[src/rtl/stash_ctrl.sv]
// Lap-memory controller: captures laps into the circular stash, tracks the lap count and
// steps the stash read pointer in review mode. Optional review idle timeout: STASH_CTRL_TIMEOUT_EN.
module stash_ctrl #(
    parameter int DEPTH          = 5,
    parameter int TIMEOUT_CYCLES = 100_000_000,
    localparam int CW            = $clog2(DEPTH + 1)
) (
    input  logic          clk,
    input  logic          reset,
    input  logic          btn_lap,
    input  logic          btn_review,
    input  logic          btn_next,
    input  logic          btn_clear,
    input  logic [7:0]    time_in,
    output logic [7:0]    stash_sample,
    output logic          stash_valid,
    output logic          stash_next,
    output logic          stash_clear,
    output logic          review,
    output logic [CW-1:0] lap_count,
    output logic          busy
);
    localparam int IW = (DEPTH > 1) ? $clog2(DEPTH) : 1;

    typedef enum logic [1:0] {ST_LIVE, ST_REVIEW, ST_SKIP} state_t;

    state_t        r_state;
    logic [IW-1:0] r_wr_idx;
    logic [IW-1:0] r_rd_idx;
    logic [CW-1:0] r_cnt;
    logic [CW-1:0] r_skip;
    logic [7:0]    r_sample;
    logic          r_valid;
    logic          r_next;
    logic          r_clear;
    logic          r_review;
    logic          r_busy;

    logic [CW-1:0] w_rd_inc;
    logic [IW-1:0] w_rd_wrap;
    logic [IW-1:0] w_wr_wrap;
    logic          w_timeout;

    assign w_rd_inc  = CW'(r_rd_idx) + CW'(1);
    assign w_rd_wrap = (r_rd_idx == IW'(DEPTH - 1)) ? '0 : r_rd_idx + IW'(1);
    assign w_wr_wrap = (r_wr_idx == IW'(DEPTH - 1)) ? '0 : r_wr_idx + IW'(1);

`ifdef STASH_CTRL_TIMEOUT_EN
    localparam int TW = $clog2(TIMEOUT_CYCLES + 1);
    logic [TW-1:0] r_idle;

    assign w_timeout = (r_idle == TW'(TIMEOUT_CYCLES - 1));

    // Counts only untouched REVIEW cycles; any other state or a review/next press restarts it.
    always_ff @(posedge clk) begin
        if (!reset || btn_clear || r_state != ST_REVIEW || btn_next || btn_review || w_timeout) begin
            r_idle <= '0;
        end else begin
            r_idle <= r_idle + TW'(1);
        end
    end
`else
    localparam int unused_timeout_cycles = TIMEOUT_CYCLES;
    assign w_timeout = 1'b0;
`endif

    always_ff @(posedge clk) begin
        if (!reset) begin
            r_state  <= ST_LIVE;
            r_wr_idx <= '0;
            r_rd_idx <= '0;
            r_cnt    <= '0;
            r_skip   <= '0;
            r_sample <= '0;
            r_valid  <= 1'b0;
            r_next   <= 1'b0;
            r_clear  <= 1'b1;
            r_review <= 1'b0;
            r_busy   <= 1'b0;
        end else begin
            r_valid <= 1'b0;
            r_next  <= 1'b0;
            r_clear <= 1'b0;
            if (btn_clear) begin
                r_clear  <= 1'b1;
                r_wr_idx <= '0;
                r_rd_idx <= '0;
                r_cnt    <= '0;
                r_skip   <= '0;
                r_state  <= ST_LIVE;
                r_review <= 1'b0;
                r_busy   <= 1'b0;
            end else begin
                if (btn_lap) begin
                    r_sample <= time_in;
                    r_valid  <= 1'b1;
                    r_wr_idx <= w_wr_wrap;
                    if (r_cnt != CW'(DEPTH)) begin
                        r_cnt <= r_cnt + CW'(1);
                    end
                end
                case (r_state)
                    ST_LIVE: begin
                        if (btn_review) begin
                            r_state  <= ST_REVIEW;
                            r_review <= 1'b1;
                        end
                    end
                    ST_REVIEW: begin
                        if (btn_review) begin
                            r_state  <= ST_LIVE;
                            r_review <= 1'b0;
                        end else if (btn_next) begin
                            if (r_cnt != '0) begin
                                r_next <= 1'b1;
                                if (r_cnt == CW'(DEPTH) || w_rd_inc < r_cnt) begin
                                    r_rd_idx <= w_rd_wrap;
                                end else begin
                                    // Past the newest lap of a partly filled stash: spin the
                                    // pointer round to slot 0; first pulse goes out now.
                                    r_busy  <= 1'b1;
                                    r_skip  <= CW'(DEPTH) - r_cnt;
                                    r_state <= ST_SKIP;
                                end
                            end
                        end else if (w_timeout) begin
                            r_state  <= ST_LIVE;
                            r_review <= 1'b0;
                        end
                    end
                    ST_SKIP: begin
                        if (r_skip != '0) begin
                            r_next <= 1'b1;
                            r_skip <= r_skip - CW'(1);
                            if (r_skip == CW'(1)) begin
                                r_rd_idx <= '0;
                            end
                        end else begin
                            r_busy  <= 1'b0;
                            r_state <= ST_REVIEW;
                        end
                    end
                    default: begin
                        r_state <= ST_LIVE;
                    end
                endcase
            end
        end
    end

    assign stash_sample = r_sample;
    assign stash_valid  = r_valid;
    assign stash_next   = r_next;
    assign stash_clear  = r_clear;
    assign review       = r_review;
    assign lap_count    = r_cnt;
    assign busy         = r_busy;
endmodule

[config.mk]
export PLATFORM = sky130hd
export DESIGN_NAME = stash_ctrl
export DESIGN_NICKNAME = d
export VERILOG_FILES = /design/src/rtl/stash_ctrl.sv
export SDC_FILE = /design/constraint.sdc
export NUM_CORES = 1
export LEC_CHECK = 0
export BUFFER_PORTS_ARGS = -buffer_cell sky130_fd_sc_hd__clkbuf_2
export CAP_MARGIN = 30
export CORE_ASPECT_RATIO = 1.75
export CORE_UTILIZATION = 30
export DETAILED_ROUTE_END_ITERATION = 7
export GPL_TIMING_DRIVEN = 0
export SYNTH_ARGS = -nofsm -noshare
export SYNTH_HDL_FRONTEND = slang
export SYNTH_SLANG_ARGS = --single-unit
[constraint.sdc]
create_clock -name clk -period 2.8 [get_ports clk]
set_input_delay 0.28 -clock clk [delete_from_list [all_inputs] [get_ports clk]]
set_output_delay 0.28 -clock clk [all_outputs]
set_load 0.005 [all_outputs]
### After elaboration in Yosys (flattened, before gate mapping)

Cells that the tools add are included.

* flip-flop bits (word level): 24
* bits in latches: 0
* bits in writable memories: 0
* memory bits (read-only): 0
* bits of input ports: 14
* output and inout bits: 16
* word-level logic and storage cells: 87
* memories kept: 0

* $add $sub $neg: 4
* $mul: 0
* divide/modulo/power cells: 0
* $lt $le $gt $ge: 1
* equality and inequality tests: 19
* shift operators: 0
* multiplexer cells: 37
* bitwise logic cells: 2
* reduce and logical (&&, ||, !) cells: 14

Operators with widths (number)
* $mux W3: 12
* $ne A2 B2 Y1 const B: 10
* $mux W1: 13
* $mux W2: 6
* $ne A3 B3 Y1 const B: 4
* $pmux W3 S2: 2
* $reduce_and A6 Y1: 2
* $reduce_and A7 Y1: 1
* $add A3 B1 Y3 const B: 2
* $eq A3 B3 Y1 const B: 2
* $pmux W1 S2: 3
* $pmux W2 S3: 1
* $reduce_bool A3 Y1: 2
* $reduce_and A5 Y1: 1
* $reduce_and A2 Y1: 2
* $reduce_bool A2 Y1: 2
* $eq A3 B1 Y1 const B: 1
* $lt A3 B3 Y1: 1
* $reduce_and A3 Y1: 1
* $sub A3 B1 Y3 const B: 1
* $sub A3 B3 Y3 const A: 1
* $eq A2 B1 Y1 const B: 1
* $eq A2 B2 Y1 const B: 1
* $logic_not A2 Y1: 1
* 3 further kinds: 4

### Depth between registers and ports, before layout

Gate-level depths: netlist of the first run.

* depth in word-level cells: 8
* mapped depth: 8
* gate-level depth less buffers: 8

### Worst setup path before layout of the first run

No wires, ideal clock.

* path kind: register to register
* start: reg r_rd_idx[0]
* end: reg r_rd_idx[2]
* setup time: 0.117 ns
* data arrival time: 1.962 ns
* data required time: 2.683 ns
* setup slack: 0.721 ns
* stages on the path, launching flop included: 9
* path buffers: 0
* clock period less this slack: 2.079 ns
* cell sequence: dfxtp_1 ha_1 xor2_1 ha_1 a21oi_1 o21ai_1 a311oi_2 o21ai_1 a32o_1

* longest elaborated chain between the ends: 7
* elaborated cells on any way between the ends: 12
* those cells by class: add/sub: 1; order compare: 1; eq/ne: 2; mux: 6; reduce/logical: 2

RTL lines
* from (decl): line 29 `logic [IW-1:0] r_rd_idx;`
* from (signal assigned): line 117 `r_rd_idx <= w_rd_wrap;`
* $add A3 B1 Y3 or $eq A3 B3 Y1 (tied branches): line 44, 45
* $mux W3: line 45 `assign w_rd_wrap = (r_rd_idx == IW'(DEPTH - 1)) ? '0 : r_rd_idx + IW'(1);`
* $mux W3: line 116 `if (r_cnt == CW'(DEPTH) || w_rd_inc < r_cnt) begin`
* $mux W3: line 114 `if (r_cnt != '0) begin`
* $mux W3: line 113 `end else if (btn_next) begin`
* $mux W3: line 110 `if (btn_review) begin`
* $pmux W3 S2: line 102 `case (r_state)`

Several ways; a longest one is shown, not always the timed one. The select of a mux whose other input is x is not followed.
A chain may end at the register's enable or synchronous reset.

### Worst setup path in the final report of the first run

Ends and elaborated chain as after synthesis.

==> results of run 1 <==
[metal layers]
metal  vias up  track usage
li1        589            -
met1       525        0.153
met2        28        0.258
met3         7       0.0238
met4         0       0.0688
met5         -            0
[final cells by class]
class	count	area (um^2)
multi-input cells	108	749
inverters	16	60.1
clock buffers	3	41.3
fillers	434	2590
plain buffers	5	20.0
flip-flops and latches	24	480
repair buffers	29	145
well taps	49	61.3
[worst min-delay path, cell delays in order]
cell and delay [ns]:
clkbuf_2 0.08, nand2_1 0.04, a21boi_1 0.05
[power groups by stage]
stage	Sequential, uW	Clock, uW	Combinational [uW]
global placement	366	0	75.8
finish	358	201	75.8
global route	360	223	86.3
CTS	358	208	76.7
detailed placement	366	0	76.3
floorplan	366	0	43.9
[worst paths after layout]
path                    from               to  slack, ns  depth (start not counted)
max reg2reg      r_rd_idx[0]      r_rd_idx[2]       0.46                          8
min               time_in[0]  stash_sample[0]       0.22                          3
max              r_rd_idx[0]      r_rd_idx[2]       0.46                          8
min reg2reg  stash_sample[7]  stash_sample[7]       0.45                          2
[state kept, by name, indices dropped and copies added, names as in the netlist]
register	count
stash_sample	8
lap_count	3
r_rd_idx	3
r_skip	3
r_state	2
busy	1
review	1
stash_clear	1
stash_next	1
stash_valid	1
[stage by stage]
stage / power, uW / std cells / hold slack [ns] / cell area (um^2) / util
CTS: 643 / 234 / 0.223 / 1560 / 0.375
global placement: 442 / 231 / 0.441 / 1520 / 0.365
finish: 634 / 234 / 0.223 / 1560 / 0.375
detailed placement: 442 / 231 / 0.448 / 1520 / 0.365
global route: 669 / 234 / 0.218 / 1560 / 0.375
floorplan: 410 / 153 / 0.380 / 1310 / -
[cell usage in the layout, fill, tap and decap left out, drive strengths merged, types with 2 or more instances in the layout]
master | netlist | routed
nand2 | 29 | 29
and2 | 2 | 2
nor2 | 6 | 6
a211oi | 3 | 3
o21ai | 3 | 3
a31oi | 3 | 3
nor2b | 3 | 3
nand4 | 2 | 2
nand3 | 2 | 2
a21boi | 8 | 8
a21oi | 7 | 7
dfxtp | 24 | 24
ha | 14 | 14
clkbuf | 4 | 36
o211ai | 2 | 2
o32ai | 2 | 2
nand2b | 4 | 4
mux2i | 2 | 2
inv | 16 | 16
[cell families after synthesis]
logic type	after synthesis	share of synthesized area
AO/OA/AOI/OAI	39	0.232
XOR/XNOR	2	0.0134
adder cells (fa/ha/maj)	14	0.134
buffers and inverters	21	0.0611
flip-flops	24	0.367
multiplexers	2	0.0153
AND/OR/NAND/NOR	51	0.178
==> results.yml, run 1 <==
cts:
  cts_sinks: 24
  cts_buffers: 3
  cts-htree-levels: 1
  clk_latency_ns: 0.27
  clk_pin_slew_worst_paths_ns: 0.08
  cts_tree: "done"
  holdBufCountCts: 0
  cts_buffer_depth: 2
  ctsResizeCount: 0
  post_cts_buffers: 0
  clockRootBuffer: "clkbuf_8"
pwr:
  sw_frac_of_total: 0.242
  power_frac_comb: 0.119
  power_frac_seq: 0.564
  powerDensity_nw_per_um2: 407
  p_sw_uw: 154
  ir_drop_v: 0.000304
  intPower_uw: 481
  leakagePower_uw: 0.000679
  power.share.clock: 0.317
critical_path:
  setup.worst_path.start_class: "register"
  crit_path_max_fanout: 5
  cp_num_buf_inv: 0
  slowest_delay_ns: 0.43
  path_cells: "ha_1 > xor2_1 > ha_1 > a21oi_1 > o21ai_1 > a311oi_2 > o21ai_1 > a32o_1"
  crit_slowest_cell: "a311oi_2"
  crit_family: "compound AO/OA/AOI/OAI gates"
  cp.arrival_ns: 2.50
  required_ns: 2.96
  cp-end-kind: "register"
  crit_type: "reg -> reg"
flow_run:
  drv_cap: 0
detailed_routing:
  vias: 1149
  wl_met2_mm: 1.50
  dr.pass1.iters: 4
  ant_nets: 0
  via_per_inst: 4.91
  finalWirelength_mm: 2.83
  drt_iter0_drc: 13
  wire_per_inst_um: 12.1
  top_layer_used: "met4"
  drt-met1-wl_mm: 1.15
  drc: 0
  route.met3.wl_um: 104
floorplanning:
  io_pins: 30
  start_util: 0.316
  die_x_um: 52.0
  chipHeight_um: 89.4
  fp.dieArea_um2: 4650
  fp-row-count: 31
  coreArea_um2: 4150
place:
  place_ws_ns: 0.492
  io_buffers: 29
  place.gp.congestion: 0.842
  hpwl_mm: 2.25
synthesis:
  syn_inst: 153
  synth-seq-cells: 24
  synth_area_um2: 1310
  ys_top_cells_by_count: "nand2_1, dfxtp_1, ha_1, inv_1, a21boi_1"
  yosys.cell_count.top_type: "nand2_1"
  synth_top_cell_by_area: "dfxtp_1"
  synth_area_leaders: "dfxtp_1, ha_1, nand2_1, a21boi_1, inv_1"
  yosysWarnings: 0
  synthArstFlopShare: 0
  synth_nets: 181
  ys.flop_type: "dfxtp_1"
  synth_edf_count: 0
  avgSynthCellArea_um2: 8.56
  synth.distinct_cells: 39
  synth_top_area_frac: 0.367
  synth_sequential_area_ratio: 0.367
global_routing:
  grt_pass1_vias: 1144
  grt.overflow.total: 0
  grt_max_degree: 13
  track_usage: 0.142
  antenna_found_initial: 0
  grt_pass1_wl_mm: 4.93
finish:
  synthToLayoutAreaGrowth_pct: 18.9
  drive_above_1_share: 0.211
  nets: 215
  antenna_cells: 0
sta:
  drv_slew: 0
  hold_viol: 0
  period_share: 0.834
  fin_skew_ns: 0.00686
  finalSetupViolations: 0
  max_slew.worst_pin.slew_ns: 0.528
  fin_setup_tns_ns: 0
  rsz0062_at_grt: "no"
  timing.slew.headroom: 0.648
  post-route-min-period_ns: 2.34
  max_freq_mhz: 428
  setup_ws_ns: 0.464
outcome:
  outcome: "completed"
worst_hold_path:
  min_path_type: "in -> reg"
No activity file was read; power rests on OpenSTA's default activity.
==> run 2, diff against run 1 <==
clock period = 2.02 ns   (was 2.8 ns; I/O delays follow)
==> run 2 against run 1 <==
Against the previous run:
- the run now ends with negative setup slack left
- die area unchanged
- sequential share of layout area down 1.1 points
- total power up 40%
- via count up 1.9%
- wire length up 1.3%
- sequential power up 38%
- clock skew down 0.0026 ns
- count of clock-buffer cells in the layout unchanged
- flip-flop and latch count unchanged
- global-route usage down 0.48 points
- combinational power up 48%
- non-clock buffer count up 5
==> results.yml, run 2 (synthesis gave the netlist of run 1 again) <==
sta:
  holdWs_ns: 0.139
  finalSetupViolations: 4
  drv_slew: 0
  timing.slew.headroom: 0.659
  hold_viol: 0
  rsz0062_at_grt: "yes"
  fin_skew_ns: 0.00429
  max_slew.worst_pin.slew_ns: 0.511
  setup_ws_ns: -0.0545
  post-route-min-period_ns: 2.07
  max_freq_mhz: 482
  period_share: 1.03
detailed_routing:
  wire_per_inst_um: 12.0
  drt_iter0_drc: 16
  drc: 0
  vias: 1171
  finalWirelength_mm: 2.87
  dr.pass1.iters: 4
  ant_nets: 0
  via_per_inst: 4.90
global_routing:
  top_usage_layer: "met2"
  grt_util_met3: 0.0204
  grt_pass1_vias: 1100
  track_usage: 0.137
  grtUsageMet1: 0.137
  grt_max_degree: 13
  antenna_found_initial: 0
  grt.overflow.total: 0
  grt_pass1_wl_mm: 4.75
  grt_use_met2: 0.254
finish:
  stdcell_count: 239
  post-route-util: 0.393
  drive_above_1_share: 0.279
  synthToLayoutAreaGrowth_pct: 24.5
  final_common_cell: "clkbuf_2"
  nets: 220
  final_cell_mix: "clkbuf_2, nand2_1, dfxtp_1"
  largest_reg_flops: 8
  antenna_cells: 0
floorplanning:
  coreArea_um2: 4150
  fp.dieArea_um2: 4650
  fp-row-count: 31
  start_util: 0.316
  io_pins: 30
  chipHeight_um: 89.4
  die_x_um: 52.0
critical_path:
  ff2ff_setup_slack_ns: -0.05
  required_ns: 2.22
  crit_type: "reg -> reg"
  setup.worst_path.start_class: "register"
  cp.arrival_ns: 2.28
  cp-end-kind: "register"
  r2r_cells: 8
  crit_path_max_fanout: 6
worst_hold_path:
  hold_path_depth: 2
  min_path_type: "in -> reg"
place:
  io_buffers: 29
  place.gp.congestion: 0.788
  hpwl_mm: 2.23
  placed_cells: 231
cts:
  clk_pin_slew_worst_paths_ns: 0.08
  cts_buffers: 3
  cts-htree-levels: 1
  clk_latency_ns: 0.27
  cts_tree: "done"
  cts_buffer_depth: 2
  cts_sinks: 24
  clockRootBuffer: "clkbuf_8"
  holdBufCountCts: 0
outcome:
  violations: "negative setup slack"
  outcome: "complete, but fails checks"
flow_run:
  drv_cap: 0
pwr:
  leakagePower_uw: 0.000700
  ir_drop_v: 0.000331
  power.total_uw: 890
  powerDensity_nw_per_um2: 546
-- run 2: cell count changes in the layout (fill, tap and decap cells not counted), sizes merged --
cell / change
buf: +5
-- run 2: worst paths after layout --
kind | start | endpoint
max | r_rd_idx[0] | r_skip[1]
min | btn_review | review
max reg2reg | r_rd_idx[0] | r_skip[1]
min reg2reg | stash_sample[4] | stash_sample[4]
-- run 2: area by class of cell --
cell class              instances  area [um^2]
plain buffers                   5         20.0
repair buffers                 34          183
well taps                      49         61.3
fillers                       429         2520
flip-flops and latches         24          485
inverters                      16         60.1
multi-input cells             108          781
clock buffers                   3         41.3
-- run 2: where the power goes --
group / internal (uW) / switching [uW]
Sequential: 486 / 9.68
Clock: 133 / 149
Combinational: 51.7 / 60.4
-- run 2: layer usage --
metal  wire, um  part of all wire
met4         75             0.026
met2       1590              0.55
met3        101             0.035
met1       1110              0.39
met5          0                 0
-- run 2: metrics by stage --
stage | area [um^2] | setup WS (ns) | TNS [ns]
final | 1630 | -0.0545 | -0.0979
after global routing | 1630 | -0.150 | -0.723
after CTS | 1610 | -0.0559 | -0.119
after detailed placement | 1520 | -0.222 | -0.569
after global placement | 1520 | -0.240 | -0.643
after floorplan | 1320 | -0.0191 | -0.0191
-- run 2: timing repair --
item | in CTS | in global routing
setup endpoints to repair | 5 | 8
buffers inserted | 4 | 1
pin swaps | 1 | 8
gates resized for setup | 4 | 4
-- run 2: worst max-delay path, stage by stage (launching register included) --
cell,delay (ns)
dfxtp_4,0.37
ha_4,0.16
xor2_1,0.14
ha_1,0.32
nand2_2,0.07
o21a_1,0.19
o32a_4,0.35
o21ba_4,0.24
mux2i_1,0.16
==> run 3, diff against run 2 <==
CORE_UTILIZATION = 47   (was 30)
PLACE_DENSITY = 0.74   (was unset)
==> run 3 against run 2 <==
Against the previous run:
- the flow still finishes with violations (negative setup slack)
- clock skew shrank 0.0031 ns
- sequential power hardly changed
- first-iteration DRC count grew 69%
- register-to-register slack is essentially flat
- worst hold slack lost 0.0030 ns
- combinational power up 6%
- final area is 4.0% higher
- global-route usage up 6.8 points
- worst setup slack improved by 0.0026 ns
- critical endpoint unchanged
- highest routed layer unchanged
==> results.yml, run 3 (synthesis gave the netlist of run 1 again) <==
outcome:
  outcome: "complete, but fails checks"
  violations: "negative setup slack"
critical_path:
  endpoint: "r_skip[1]"
  r2r_cells: 8
  ff2ff_setup_slack_ns: -0.05
  setup.worst_path.start_class: "register"
  path_cells: "ha_4 > xor2_2 > ha_4 > nand2_2 > o21a_1 > o32a_4 > o21ba_4 > mux2i_1"
  cp.arrival_ns: 2.28
  crit_cells: 8
  r2r_end: "r_skip[1]"
  cp-end-kind: "register"
  crit_start: "r_rd_idx[0]"
  crit_type: "reg -> reg"
  slowest_delay_ns: 0.37
  required_ns: 2.22
  crit_path_max_fanout: 5
  cp_num_buf_inv: 0
  crit_top_cell: "ha_4"
  r2r_start: "r_rd_idx[0]"
  crit_family: "compound AO/OA/AOI/OAI gates"
  crit_slowest_cell: "dfxtp_4"
worst_hold_path:
  min_path_type: "in -> reg"
finish:
  final_common_cell: "clkbuf_2"
  stdcell_count: 220
  fillers: 217
  synthToLayoutAreaGrowth_pct: 29.5
  largest_reg_flops: 8
  final_cell_mix: "clkbuf_2, nand2_1, dfxtp_1"
  drive_above_1_share: 0.321
  nets: 222
  antenna_cells: 0
  post-route-util: 0.638
cts:
  cts_sinks: 24
  cts_buffers: 3
  cts_tree: "done"
  clockRootBuffer: "clkbuf_8"
  cts-htree-levels: 1
  cts_buffer_depth: 2
  clk_latency_ns: 0.27
  clk_pin_slew_worst_paths_ns: 0.08
  holdBufCountCts: 0
place:
  place.gp.congestion: 0.833
  hpwl_mm: 2.24
  placed_cells: 209
  io_buffers: 29
sta:
  fin_skew_ns: 0.00122
  finalSetupViolations: 3
  setup_ws_ns: -0.0520
  post-route-min-period_ns: 2.07
  fin_setup_tns_ns: -0.104
  drv_slew: 0
  period_share: 1.03
  max_freq_mhz: 483
  timing.slew.headroom: 0.647
  hold_viol: 0
  max_slew.worst_pin.slew_ns: 0.530
  holdWs_ns: 0.136
  rsz0062_at_grt: "yes"
floorplanning:
  io_pins: 30
  start_util: 0.493
  coreArea_um2: 2660
  fp-row-count: 25
  die_x_um: 41.9
  fp.dieArea_um2: 3010
  chipHeight_um: 71.8
global_routing:
  grt_pass1_vias: 1167
  grt_max_degree: 14
  track_usage: 0.205
  grt_pass1_wl_mm: 4.81
  grt.overflow.total: 0
  antenna_found_initial: 0
pwr:
  ir_drop_v: 0.000492
  powerDensity_nw_per_um2: 557
  leakagePower_uw: 0.000722
detailed_routing:
  ant_nets: 0
  drc: 0
  wire_per_inst_um: 13.3
  via_per_inst: 5.42
  vias: 1192
  dr.pass1.iters: 4
  finalWirelength_mm: 2.92
  drt_iter0_drc: 27
flow_run:
  drv_cap: 0
-- run 3: metrics by stage --
step                      total power [uW]  cell area [um^2]  setup WS, ns
after detailed placement               612              1500        -0.220
after CTS                              944              1630        -0.115
after floorplan                        568              1320       -0.0191
after global routing                   981              1700        -0.146
final                                  946              1700       -0.0520
after global placement                 608              1500        -0.203
-- run 3: how the worst min path moves through the flow --
stage | from | endpoint | slack, ns | cells after the start
2_1_floorplan | btn_review | review | 0.30 | 1
3_3_place_gp | time_in[0] | stash_sample[0] | 0.42 | 3
3_5_place_dp | btn_review | review | 0.42 | 2
4_1_cts | btn_review | review | 0.14 | 2
5_1_grt | btn_review | review | 0.14 | 2
6_report | btn_review | review | 0.14 | 2
-- run 3: metal layers --
layer	up-vias	track usage	part of all wire
li1	604	-	-
met1	554	0.195	0.38
met2	27	0.417	0.57
met3	7	0.0252	0.031
met4	0	0.0860	0.020
met5	-	0	0
-- run 3: area by class of cell --
class,count,area [um^2],area share
inverter,16,60.1,0.0354
multi-input combinational,108,838,0.494
timing repair buffer,36,201,0.119
buffer,5,20.0,0.0118
sequential,24,488,0.288
clock buffer,4,55.1,0.0324
tap,27,33.8,0.0199
-- run 3: report_power, final --
group	switching (uW)	internal, uW	total, uW	leakage [uW]
clock	159	174	333	0.0000288
sequential	9.39	485	494	0.000197
combinational	62.4	56.2	119	0.000497
total	230	715	946	0.000722
-- run 3: repair_timing --
| item | CTS | global route |
|---|---|---|
| setup endpoints to repair | 5 | 9 |
| cloned | 0 | 0 |
| gates resized for setup | 8 | 9 |
| setup buffers | 6 | 1 |
| pin swaps | 12 | 8 |
